$ cat src/rtl/uart_rx.sv
// 8N1 UART receiver: two-flop synchroniser, mid-bit sampling, valid/ready byte output.
// Every state element advances only on ena; the consumer accept clears rx_valid on any cycle.
module uart_rx #(
    parameter int DATA_WIDTH = 8,
    parameter int BAUD_RATE  = 115_200,
    parameter int CLK_FREQ   = 50_000_000
) (
    input  logic                  clk,
    input  logic                  reset_n,
    input  logic                  ena,
    input  logic                  rx_signal,
    output logic [DATA_WIDTH-1:0] rx_data,
    output logic                  rx_valid,
    input  logic                  rx_ready,
    output logic                  frame_err,
    output logic                  overrun
);

    localparam int PULSE_WIDTH      = CLK_FREQ / BAUD_RATE;
    localparam int HALF_PULSE_WIDTH = PULSE_WIDTH / 2;
    localparam int CNT_WIDTH        = $clog2(PULSE_WIDTH) + 1;
    localparam int BIT_W            = (DATA_WIDTH > 1) ? $clog2(DATA_WIDTH) : 1;

    localparam logic [CNT_WIDTH-1:0] FULL_LOAD = CNT_WIDTH'(PULSE_WIDTH - 1);
    localparam logic [CNT_WIDTH-1:0] HALF_LOAD = CNT_WIDTH'(HALF_PULSE_WIDTH - 1);
    localparam logic [BIT_W-1:0]     LAST_BIT  = BIT_W'(DATA_WIDTH - 1);

    typedef enum logic [2:0] {
        S_IDLE  = 3'd0,
        S_START = 3'd1,
        S_DATA  = 3'd2,
        S_STOP  = 3'd3,
        S_BRK   = 3'd4
    } state_t;

    state_t                r_state;
    logic                  r_sync1;
    logic                  r_sync2;
    logic [CNT_WIDTH-1:0]  r_timer;
    logic [BIT_W-1:0]      r_bitcnt;
    logic [DATA_WIDTH-1:0] r_shift;
    logic [DATA_WIDTH-1:0] r_data;
    logic                  r_valid;
    logic                  r_ferr;
    logic                  r_ovr;

    logic w_tick;
    logic w_free;

    assign w_tick = (r_timer == '0);
    // The output slot counts as free when this cycle's accept empties it.
    assign w_free = !r_valid || rx_ready;

    always_ff @(posedge clk) begin
        if (!reset_n) begin
            r_state  <= S_IDLE;
            r_sync1  <= 1'b1;
            r_sync2  <= 1'b1;
            r_timer  <= '0;
            r_bitcnt <= '0;
            r_data   <= '0;
            r_valid  <= 1'b0;
            r_ferr   <= 1'b0;
            r_ovr    <= 1'b0;
        end else begin
            r_ferr <= 1'b0;
            r_ovr  <= 1'b0;
            if (r_valid && rx_ready)
                r_valid <= 1'b0;

            if (ena) begin
                r_sync1 <= rx_signal;
                r_sync2 <= r_sync1;

                case (r_state)
                    S_IDLE: begin
                        if (!r_sync2) begin
                            r_state <= S_START;
                            r_timer <= HALF_LOAD;
                        end
                    end
                    S_START: begin
                        if (w_tick) begin
                            if (!r_sync2) begin
                                r_state  <= S_DATA;
                                r_timer  <= FULL_LOAD;
                                r_bitcnt <= '0;
                            end else begin
                                r_state <= S_IDLE;
                            end
                        end else begin
                            r_timer <= r_timer - CNT_WIDTH'(1);
                        end
                    end
                    S_DATA: begin
                        if (w_tick) begin
                            r_shift[r_bitcnt] <= r_sync2;
                            r_timer           <= FULL_LOAD;
                            if (r_bitcnt == LAST_BIT)
                                r_state <= S_STOP;
                            else
                                r_bitcnt <= r_bitcnt + BIT_W'(1);
                        end else begin
                            r_timer <= r_timer - CNT_WIDTH'(1);
                        end
                    end
                    S_STOP: begin
                        // Leaving at mid-stop lets the next start edge follow immediately.
                        if (w_tick) begin
                            if (r_sync2) begin
                                r_state <= S_IDLE;
                                if (w_free) begin
                                    r_data  <= r_shift;
                                    r_valid <= 1'b1;
                                end else begin
                                    r_ovr <= 1'b1;
                                end
                            end else begin
                                r_ferr  <= 1'b1;
                                r_state <= S_BRK;
                            end
                        end else begin
                            r_timer <= r_timer - CNT_WIDTH'(1);
                        end
                    end
                    S_BRK: begin
                        if (r_sync2)
                            r_state <= S_IDLE;
                    end
                    default: r_state <= S_IDLE;
                endcase
            end
        end
    end

    assign rx_data   = r_data;
    assign rx_valid  = r_valid;
    assign frame_err = r_ferr;
    assign overrun   = r_ovr;

endmodule

$ cat config.mk
export PLATFORM = sky130hd
export DESIGN_NAME = uart_rx
export DESIGN_NICKNAME = d
export VERILOG_FILES = /design/src/rtl/uart_rx.sv
export SDC_FILE = /design/constraint.sdc
export NUM_CORES = 1
export LEC_CHECK = 0
export ABC_AREA = 0
export CORE_MARGIN = 5
export CORE_UTILIZATION = 35
export DETAILED_ROUTE_END_ITERATION = 10
export PLACE_DENSITY = 0.52
export SYNTH_ARGS = -nofsm -noshare
export SYNTH_HDL_FRONTEND = slang
export SYNTH_SLANG_ARGS = --single-unit
export TNS_END_PERCENT = 1
$ cat constraint.sdc
create_clock -name clk -period 2 [get_ports clk]
set_input_delay 0.4 -clock clk [delete_from_list [all_inputs] [get_ports clk]]
set_output_delay 0.4 -clock clk [all_outputs]
set_load 0.02 [all_outputs]
Word-level counts from Yosys, hierarchy flattened:

Cells that the tools add are included.
Widths: inputs -> output; s select.

* flip-flop bits (word level): 37
* output and inout port bits: 11

* add/sub/neg operators: 2
* $lt $le $gt $ge: 2
* eq/ne operators: 15
* mux-type cells: 31
* reductions and logical operators: 15

Operators by type and width (count)
* $mux 10: 5
* $pmux 10 s4: 1
* $mux 3: 11
* $ne 2x2->1 const B: 9
* $pmux 3 s5: 1
* $reduce_and 5->1: 3
* $logic_not 10->1: 1
* $sub 10x1->10 const B: 1
* $mux 1: 9
* $bwmux 8: 1
* $reduce_and 4->1: 2
* $reduce_and 7->1: 1
* $eq 3x2->1 const B: 2
* $eq 3x3->1 const B: 2
* $pmux 3 s2: 1
* $reduce_and 6->1: 1
* $lt 3x4->1 const B: 1
* $reduce_bool 4->1: 1
* $add 3x1->3 const B: 1
* $demux 1 s3: 1
* $eq 3x1->1 const B: 1
* $ge 3x1->1 const B: 1
* $logic_not 3->1: 1
* $ne 3x3->1 const B: 1
* other kinds (5): 6

Depth between registers and ports, before layout:

Gate-level depths: netlist (run 1).

* depth after elaboration: 7
* gate-level depth with buffers: 8
* gate-level depth less buffers: 7

Worst setup path before layout (run 1):

No wires, ideal clock.

* path kind: register -> register
* start: register r_timer[0]
* end: register r_shift[0], enable pin
* library setup time: 0.312 ns
* arrival: 1.909 ns
* slack: -0.221 ns
* cell stages (with the launch flop): 8
* clock period less this slack: 2.221 ns
* path through: dfxtp_1 inv_1 ha_1 or4b_1 or3_4 nor3_1 nand2b_1 nor3_1

* word-level cells in the longest chain between the ends: 2

Ends and longest elaborated chain
* from (decl): line 39 `logic [CNT_WIDTH-1:0] r_timer;`
* from (signal assigned): line 92 `r_timer <= r_timer - CNT_WIDTH'(1);`
* from (signal assigned): line 104 `r_timer <= r_timer - CNT_WIDTH'(1);`
* from (signal assigned): line 123 `r_timer <= r_timer - CNT_WIDTH'(1);`
* $logic_not 10->1: line 50 `assign w_tick = (r_timer == '0);`
* $reduce_and 4->1 (no source line)
* to (signal, indexed assignment): line 97 `r_shift[r_bitcnt] <= r_sync2;`
* to (decl): line 41 `logic [DATA_WIDTH-1:0] r_shift;`

No other way between the ends.
A chain may end at the register's enable or synchronous reset.

Worst setup path after layout (run 1):

* start: register r_timer[1]
* end: register r_bitcnt[0]

* word-level cells in the longest chain between the ends: 3

Ends and longest elaborated chain
* $logic_not 10->1 (*): line 50
* $ne 2x2->1 (no source line)
* $reduce_and 6->1 (no source line) (*)
* to (signal assigned): line 102 `r_bitcnt <= r_bitcnt + BIT_W'(1);`
* to (decl): line 40 `logic [BIT_W-1:0] r_bitcnt;`

Mark *: on every way between the ends. The rest lies on a longest branch, timed or not.

==> impl_metrics.toml, run 1 <==
[route]
drcViolationCount = 0
ant_nets = 0
wl_um = 4470
drt_iter0_drc = 97
vias = 1588
dr.pass1.iters = 4
vias_per_cell = 5.14
wl_per_cell_um = 14.5

[logic_synthesis]
ys_seq_area_share_pct = 45.6
avgSynthCellArea_um2 = 9.19
synth_edf_count = 8
async_flop_share_pct = 0
synth_xor_area_share_pct = 0
synth_commonest_cells = "nor2_1 (31), dfxtp_1 (29), a21oi_1 (16), nand2_1 (16), mux2i_1 (12)"
synth-seq-cells = 37
synth_warnings = 0
synthFlopType = "dfxtp_1"
yosysUniqueCellTypes = 41
synth_top_family_by_area = "simple AND/OR/NAND/NOR gates"
synth_cells = 196
yosys.area_share.simple_pct = 24.7
yosys.area_share.adder_pct = 2.78
synthesis.nets = 205
synth_compound_area_share_pct = 16.3
synthTopCellsByArea = "dfxtp_1 (32%), edfxtp_1 (13%), mux2i_1 (6.7%), nor2_1 (6.5%), a21oi_1 (4.4%)"
synth_area_leader_cell = "dfxtp_1"
yosysMostFrequentCell = "nor2_1"
synth_top_area_share_pct = 32.2
muxShareOfSynthArea_pct = 6.67
syn-cell-area_mm2 = 0.00180

[global_route]
globalRouteOverflowTotal = 0
grt_usage_pct = 14.8
grt_pass1_vias = 1590
antenna_found_initial = 0
grt_max_degree = 15
grt_pass1_wl_um = 7480

[power]
power_frac_seq_pct = 43.6
p_clk_share_pct = 44.3
total_power_mw = 1.78
p_sw_share_pct = 22.4
combPwrFrac_pct = 12.1
switching_power_uw = 398
internal_power_mw = 1.38
power_density_mw_per_mm2 = 727
ir_drop_mv = 0.311
leakagePower_nw = 0.909

[sta]
final-setup-viol-count = 25
worst_clock_skew_ns = 0.00744
hold_viol_final = 0
fmax_ghz = 0.445
holdWs_ns = 0.485
tightest_slew_ns = 0.516
finalWorstSetupSlack_ns = -0.247
period_minus_slack_ns = 2.25
slew_violations = 0
max-slew-margin-rel_pct = 65.5
rsz0062_at_grt = "true"
finalCritPeriodShare_pct = 112
setup_tns_ns = -3.38

[final_layout]
syn_to_final_growth_pct = 35.7
nNetsFinal = 247
drive_gt1_share_pct = 25.9
fill_cells = 487
diodes = 0
final_cells = 309
utilization_pct = 48.5
finalInstanceArea_mm2 = 0.00244

[clock_tree]
htree_levels = 2
cts.reportedPaths.clkPinSlew_ns = 0.08
clockRootBuffer = "clkbuf_8"
clockBufferDepth = 2
worstSkewPairLatency_ns = 0.29
cts_tree = "done"
cts_setup_buffers = 0
cts_buffers = 5
cts_sinks = 37

[place]
globalplace.congestion = 0.942
place_hpwl_um = 3330
place_inst = 301
postPlaceCellArea_mm2 = 0.00224
portBuffers = 15
dp_slack_ns = -0.274

[flow_run]
maxCapViolCount = 0

[floorplanning]
fp.dieH_um = 81.7
io_pins = 16
dieArea_mm2 = 0.00668
core-area_mm2 = 0.00504
die_w_um = 81.7
start_util_pct = 35.7
rows = 26

[status]
violations = "setup timing"
status = "finished with violations"

[critical_path]
crit_chain = "inv_2 -> ha_1 -> or4b_4 -> or3_4 -> buf_6 -> a221oi_4 -> mux2i_1 -> nor2_1"
cp_max_fo = 5
start_kind = "flip-flop"
reg2regPathDepth = 8
required_ns = 2.18
slowest_stage = "or4b_4"
timing.critical_path.from = "r_timer[1]"
r2r_end = "r_bitcnt[0]"
crit_arrival_ns = 2.43
rrSetupSlack_ns = -0.25
r2r-start = "r_timer[1]"
crit_type = "reg -> reg"
cpPeakStageDelay_ns = 0.45
end_kind = "flip-flop"

[worst_hold_path]
hold_class = "reg -> reg"
whs_path_depth = 2
min_from = "r_timer[1]"
min_to = "r_timer[1]"
==> power groups by stage <==
stage	Clock, mW	Combinational, mW	Sequential, mW
3_5_place_dp	0	0.189	0.791
2_1_floorplan	0	0.100	0.792
5_1_grt	0.840	0.232	0.776
6_report	0.786	0.214	0.775
3_3_place_gp	0	0.185	0.791
4_1_cts	0.808	0.205	0.775
==> registers in the layout, summed over array words and instances, names as in the netlist <==
name and cells:
r_timer 10, r_shift 8, rx_data 8, r_bitcnt 3
r_state 3, frame_err 1, overrun 1, r_sync1 1
r_sync2 1, rx_valid 1
==> kinds of logic (layout without fill, tap and decap cells) <==
family / count (synthesis) / count (layout)
buf+inv: 16 / 59
simple gates: 85 / 85
compound gates: 42 / 42
flops: 37 / 37
mux: 12 / 12
fa+ha+maj: 4 / 4
==> area by class of cell <==
type / count / area [µm²] / share of cell area, %
flip-flops and latches: 37 / 823 / 33.7
repair buffers: 46 / 407 / 16.6
clock buffers: 5 / 68.8 / 2.82
multi-input cells: 143 / 970 / 39.7
inverters: 5 / 18.8 / 0.768
well taps: 70 / 87.6 / 3.58
clock inverters: 3 / 68.8 / 2.82
==> worst max-delay path: cells and delay by family (launching register included) <==
kind	cells	cell delay, ns
and+or+nand+nor	3	0.90
DFF	1	0.34
AOI/OAI and AO/OA	1	0.34
muxes	1	0.25
buffers and inverters	2	0.19
adders and majority gates	1	0.13
==> layout by cell type (no fill, tap or decap), types with 3 or more instances in the layout <==
| master | instances |
|---|---|
| nand2b_1 | 6 |
| dfxtp_1 | 27 |
| nand3_1 | 4 |
| buf_4 | 27 |
| nor3b_1 | 3 |
| clkdlybuf4s50_1 | 15 |
| a21oi_1 | 15 |
| inv_1 | 3 |
| nor2_1 | 29 |
| buf_6 | 3 |
| and2_1 | 3 |
| edfxtp_1 | 8 |
| mux2i_1 | 12 |
| o21ai_1 | 5 |
| a31oi_1 | 4 |
| nand2_1 | 16 |
| or3_1 | 3 |
| o21ai_0 | 3 |
| nor3_2 | 3 |
| clkbuf_8 | 5 |
| ha_1 | 4 |
==> repair_timing <==
action / in CTS / in global routing
endpoints found under the setup margin: 31 / 31
gates resized for setup: 13 / 11
cloned: 0 / 0
hold buffers: 0 / 0
pin swaps: 4 / 3
==> per-layer routing <==
metal	track usage [%]	wire [µm]	vias to the layer above
met2	27.3	2380	35
met5	0	0	-
met3	3.62	165	13
met1	15.8	1800	752
li1	-	-	788
met4	6.48	121	0
==> how the worst max path moves through the flow <==
stage | end | slack (ns)
after floorplan | rx_data[0] | -0.15
after global placement | r_bitcnt[0] | -0.20
after detailed placement | r_bitcnt[0] | -0.27
after CTS | rx_data[5] | -0.23
after global routing | r_bitcnt[0] | -0.34
final | r_bitcnt[0] | -0.25
Note: power is estimated with default switching activity, not from simulation.
==> run 2: changes to the inputs <==
--- a/config.mk
+++ b/config.mk
@@ -8,7 +8,9 @@
 export ABC_AREA = 0
 export CORE_MARGIN = 5
 export CORE_UTILIZATION = 35
+export CTS_BUF_LIST = sky130_fd_sc_hd__clkbuf_2 sky130_fd_sc_hd__clkbuf_4 sky130_fd_sc_hd__clkbuf_8
 export DETAILED_ROUTE_END_ITERATION = 10
+export MAX_ROUTING_LAYER = met4
 export PLACE_DENSITY = 0.52
 export SYNTH_ARGS = -nofsm -noshare
 export SYNTH_HDL_FRONTEND = slang
==> run 2 against run 1 <==
  * The run still ends with setup timing left
  * Power about the same
  * Critical endpoint unchanged
  * Non-clock buffer count unchanged
  * Design area unchanged
  * Setup slack about the same
  * Utilization unchanged
  * Sequential power about the same
  * Clock skew about the same
==> impl_metrics.toml, run 2 (synthesized netlist as in run 1, its figures left out) <==
[status]
status = "finished with violations"
violations = "setup timing"

[power]
leakagePower_nw = 0.909
internal_power_mw = 1.38
p_clk_share_pct = 44.3
total_power_mw = 1.78
power_frac_seq_pct = 43.6
switching_power_uw = 398
combPwrFrac_pct = 12.1
ir_drop_mv = 0.311
p_sw_share_pct = 22.4
power_density_mw_per_mm2 = 727

[place]
portBuffers = 15
postPlaceCellArea_mm2 = 0.00224
globalplace.congestion = 0.959
dp_slack_ns = -0.274
place_hpwl_um = 3330
place_inst = 301

[sta]
slew_violations = 0
finalWorstSetupSlack_ns = -0.247
tightest_slew_ns = 0.516
rsz0062_at_grt = "true"
finalCritPeriodShare_pct = 112
final-setup-viol-count = 25
hold_viol_final = 0
period_minus_slack_ns = 2.25
worst_clock_skew_ns = 0.00744
fmax_ghz = 0.445
max-slew-margin-rel_pct = 65.5

[floorplanning]
dieArea_mm2 = 0.00668
die_w_um = 81.7
start_util_pct = 35.7
rows = 26
io_pins = 16
fp.dieH_um = 81.7
core-area_mm2 = 0.00504

[global_route]
use_met1_pct = 15.8
grt_pass1_wl_um = 7480
globalRouteOverflowTotal = 0
grt_pass1_vias = 1590
grt_usage_pct = 15.2
antenna_found_initial = 0
grt_max_degree = 15
grtUsageMet3_pct = 3.62
busiest_layer = "met2"
use_met2_pct = 27.3

[critical_path]
crit_family = "simple AND/OR/NAND/NOR gates"
cpPeakStageDelay_ns = 0.45
crit_arrival_ns = 2.43
crit_type = "reg -> reg"
start_kind = "flip-flop"
end_kind = "flip-flop"
cp_max_fo = 5
crit_chain = "inv_2 -> ha_1 -> or4b_4 -> or3_4 -> buf_6 -> a221oi_4 -> mux2i_1 -> nor2_1"
required_ns = 2.18
slowest_stage = "or4b_4"
timing.critical_path.from = "r_timer[1]"
path_buf_inv = 2
r2r-start = "r_timer[1]"

[route]
vias_per_cell = 5.14
vias = 1588
wl_per_cell_um = 14.5
drcViolationCount = 0
drt_iter0_drc = 97
wl_um = 4470
dr.pass1.iters = 4
ant_nets = 0

[final_layout]
diodes = 0
finalInstanceArea_mm2 = 0.00244
syn_to_final_growth_pct = 35.7
largest_register = "r_timer"
final_common_cell = "nor2_1"
nNetsFinal = 247
utilization_pct = 48.5
largest_register_ffs = 10
layout_common_cells = "nor2_1 (29), dfxtp_1 (27), buf_4 (27)"
final_cells = 309
fill_cells = 487
drive_gt1_share_pct = 25.9

[clock_tree]
clockRootBuffer = "clkbuf_8"
cts_sinks = 37
clockBufferDepth = 2
cts_setup_buffers = 0
worstSkewPairLatency_ns = 0.29
cts.reportedPaths.clkPinSlew_ns = 0.08
cts_tree = "done"
cts_hold_buf = 0
htree_levels = 2
cts_buffers = 5

[flow_run]
maxCapViolCount = 0

[worst_hold_path]
min_from = "r_timer[1]"
hold_class = "reg -> reg"
[run 2: worst paths after layout]
kind                            cells past startpoint  slack, ns     endpoint
worst max-delay path                                8      -0.25  r_bitcnt[0]
worst min-delay path                                2       0.48   r_timer[1]
worst max register to register                      8      -0.25  r_bitcnt[0]
worst min register to register                      2       0.48   r_timer[1]
[run 2: worst register-to-register path, delay by kind of cell, from the launching register on]
family / cells / cell delay, ns
buffers and inverters: 2 / 0.19
DFF: 1 / 0.34
and+or+nand+nor: 3 / 0.90
muxes: 1 / 0.25
AOI/OAI and AO/OA: 1 / 0.34
adders and majority gates: 1 / 0.13
[run 2: per-layer routing]
metal  vias up  share of wire [%]
li1        788                  -
met1       752                 40
met2        35                 53
met3        13                3.8
met4         0                2.7
met5         -                  0
[run 2: cell type report]
cell class,count,area (µm²),area share [%]
Sequential cell,37,823,33.7
Multi-Input combinational cell,143,970,39.7
Timing Repair Buffer,46,407,16.6
Clock buffer,5,68.8,2.82
Inverter,5,18.8,0.768
Tap cell,70,87.6,3.58
Clock inverter,3,68.8,2.82
[run 2: per-stage QoR]
| stage | setup TNS [ns] | hold slack [ns] |
|---|---|---|
| 2_1_floorplan | -2.09 | 0.441 |
| 3_3_place_gp | -3.79 | 0.457 |
| 3_5_place_dp | -5.08 | 0.475 |
| 4_1_cts | -3.67 | 0.480 |
| 5_1_grt | -6.05 | 0.495 |
| 6_report | -3.38 | 0.485 |
[run 2: repair_timing]
action | CTS | global route
pin swaps | 4 | 3
gates resized for setup | 13 | 11
cloned | 0 | 0
endpoints found under the setup margin | 31 | 31
hold endpoints to repair | 0 | 0
[run 2: power by group through the flow]
stage,clock [mW],sequential [mW],combinational (mW)
2_1_floorplan,0,0.792,0.100
3_5_place_dp,0,0.791,0.189
6_report,0.786,0.775,0.215
3_3_place_gp,0,0.791,0.185
4_1_cts,0.808,0.775,0.205
5_1_grt,0.840,0.776,0.232
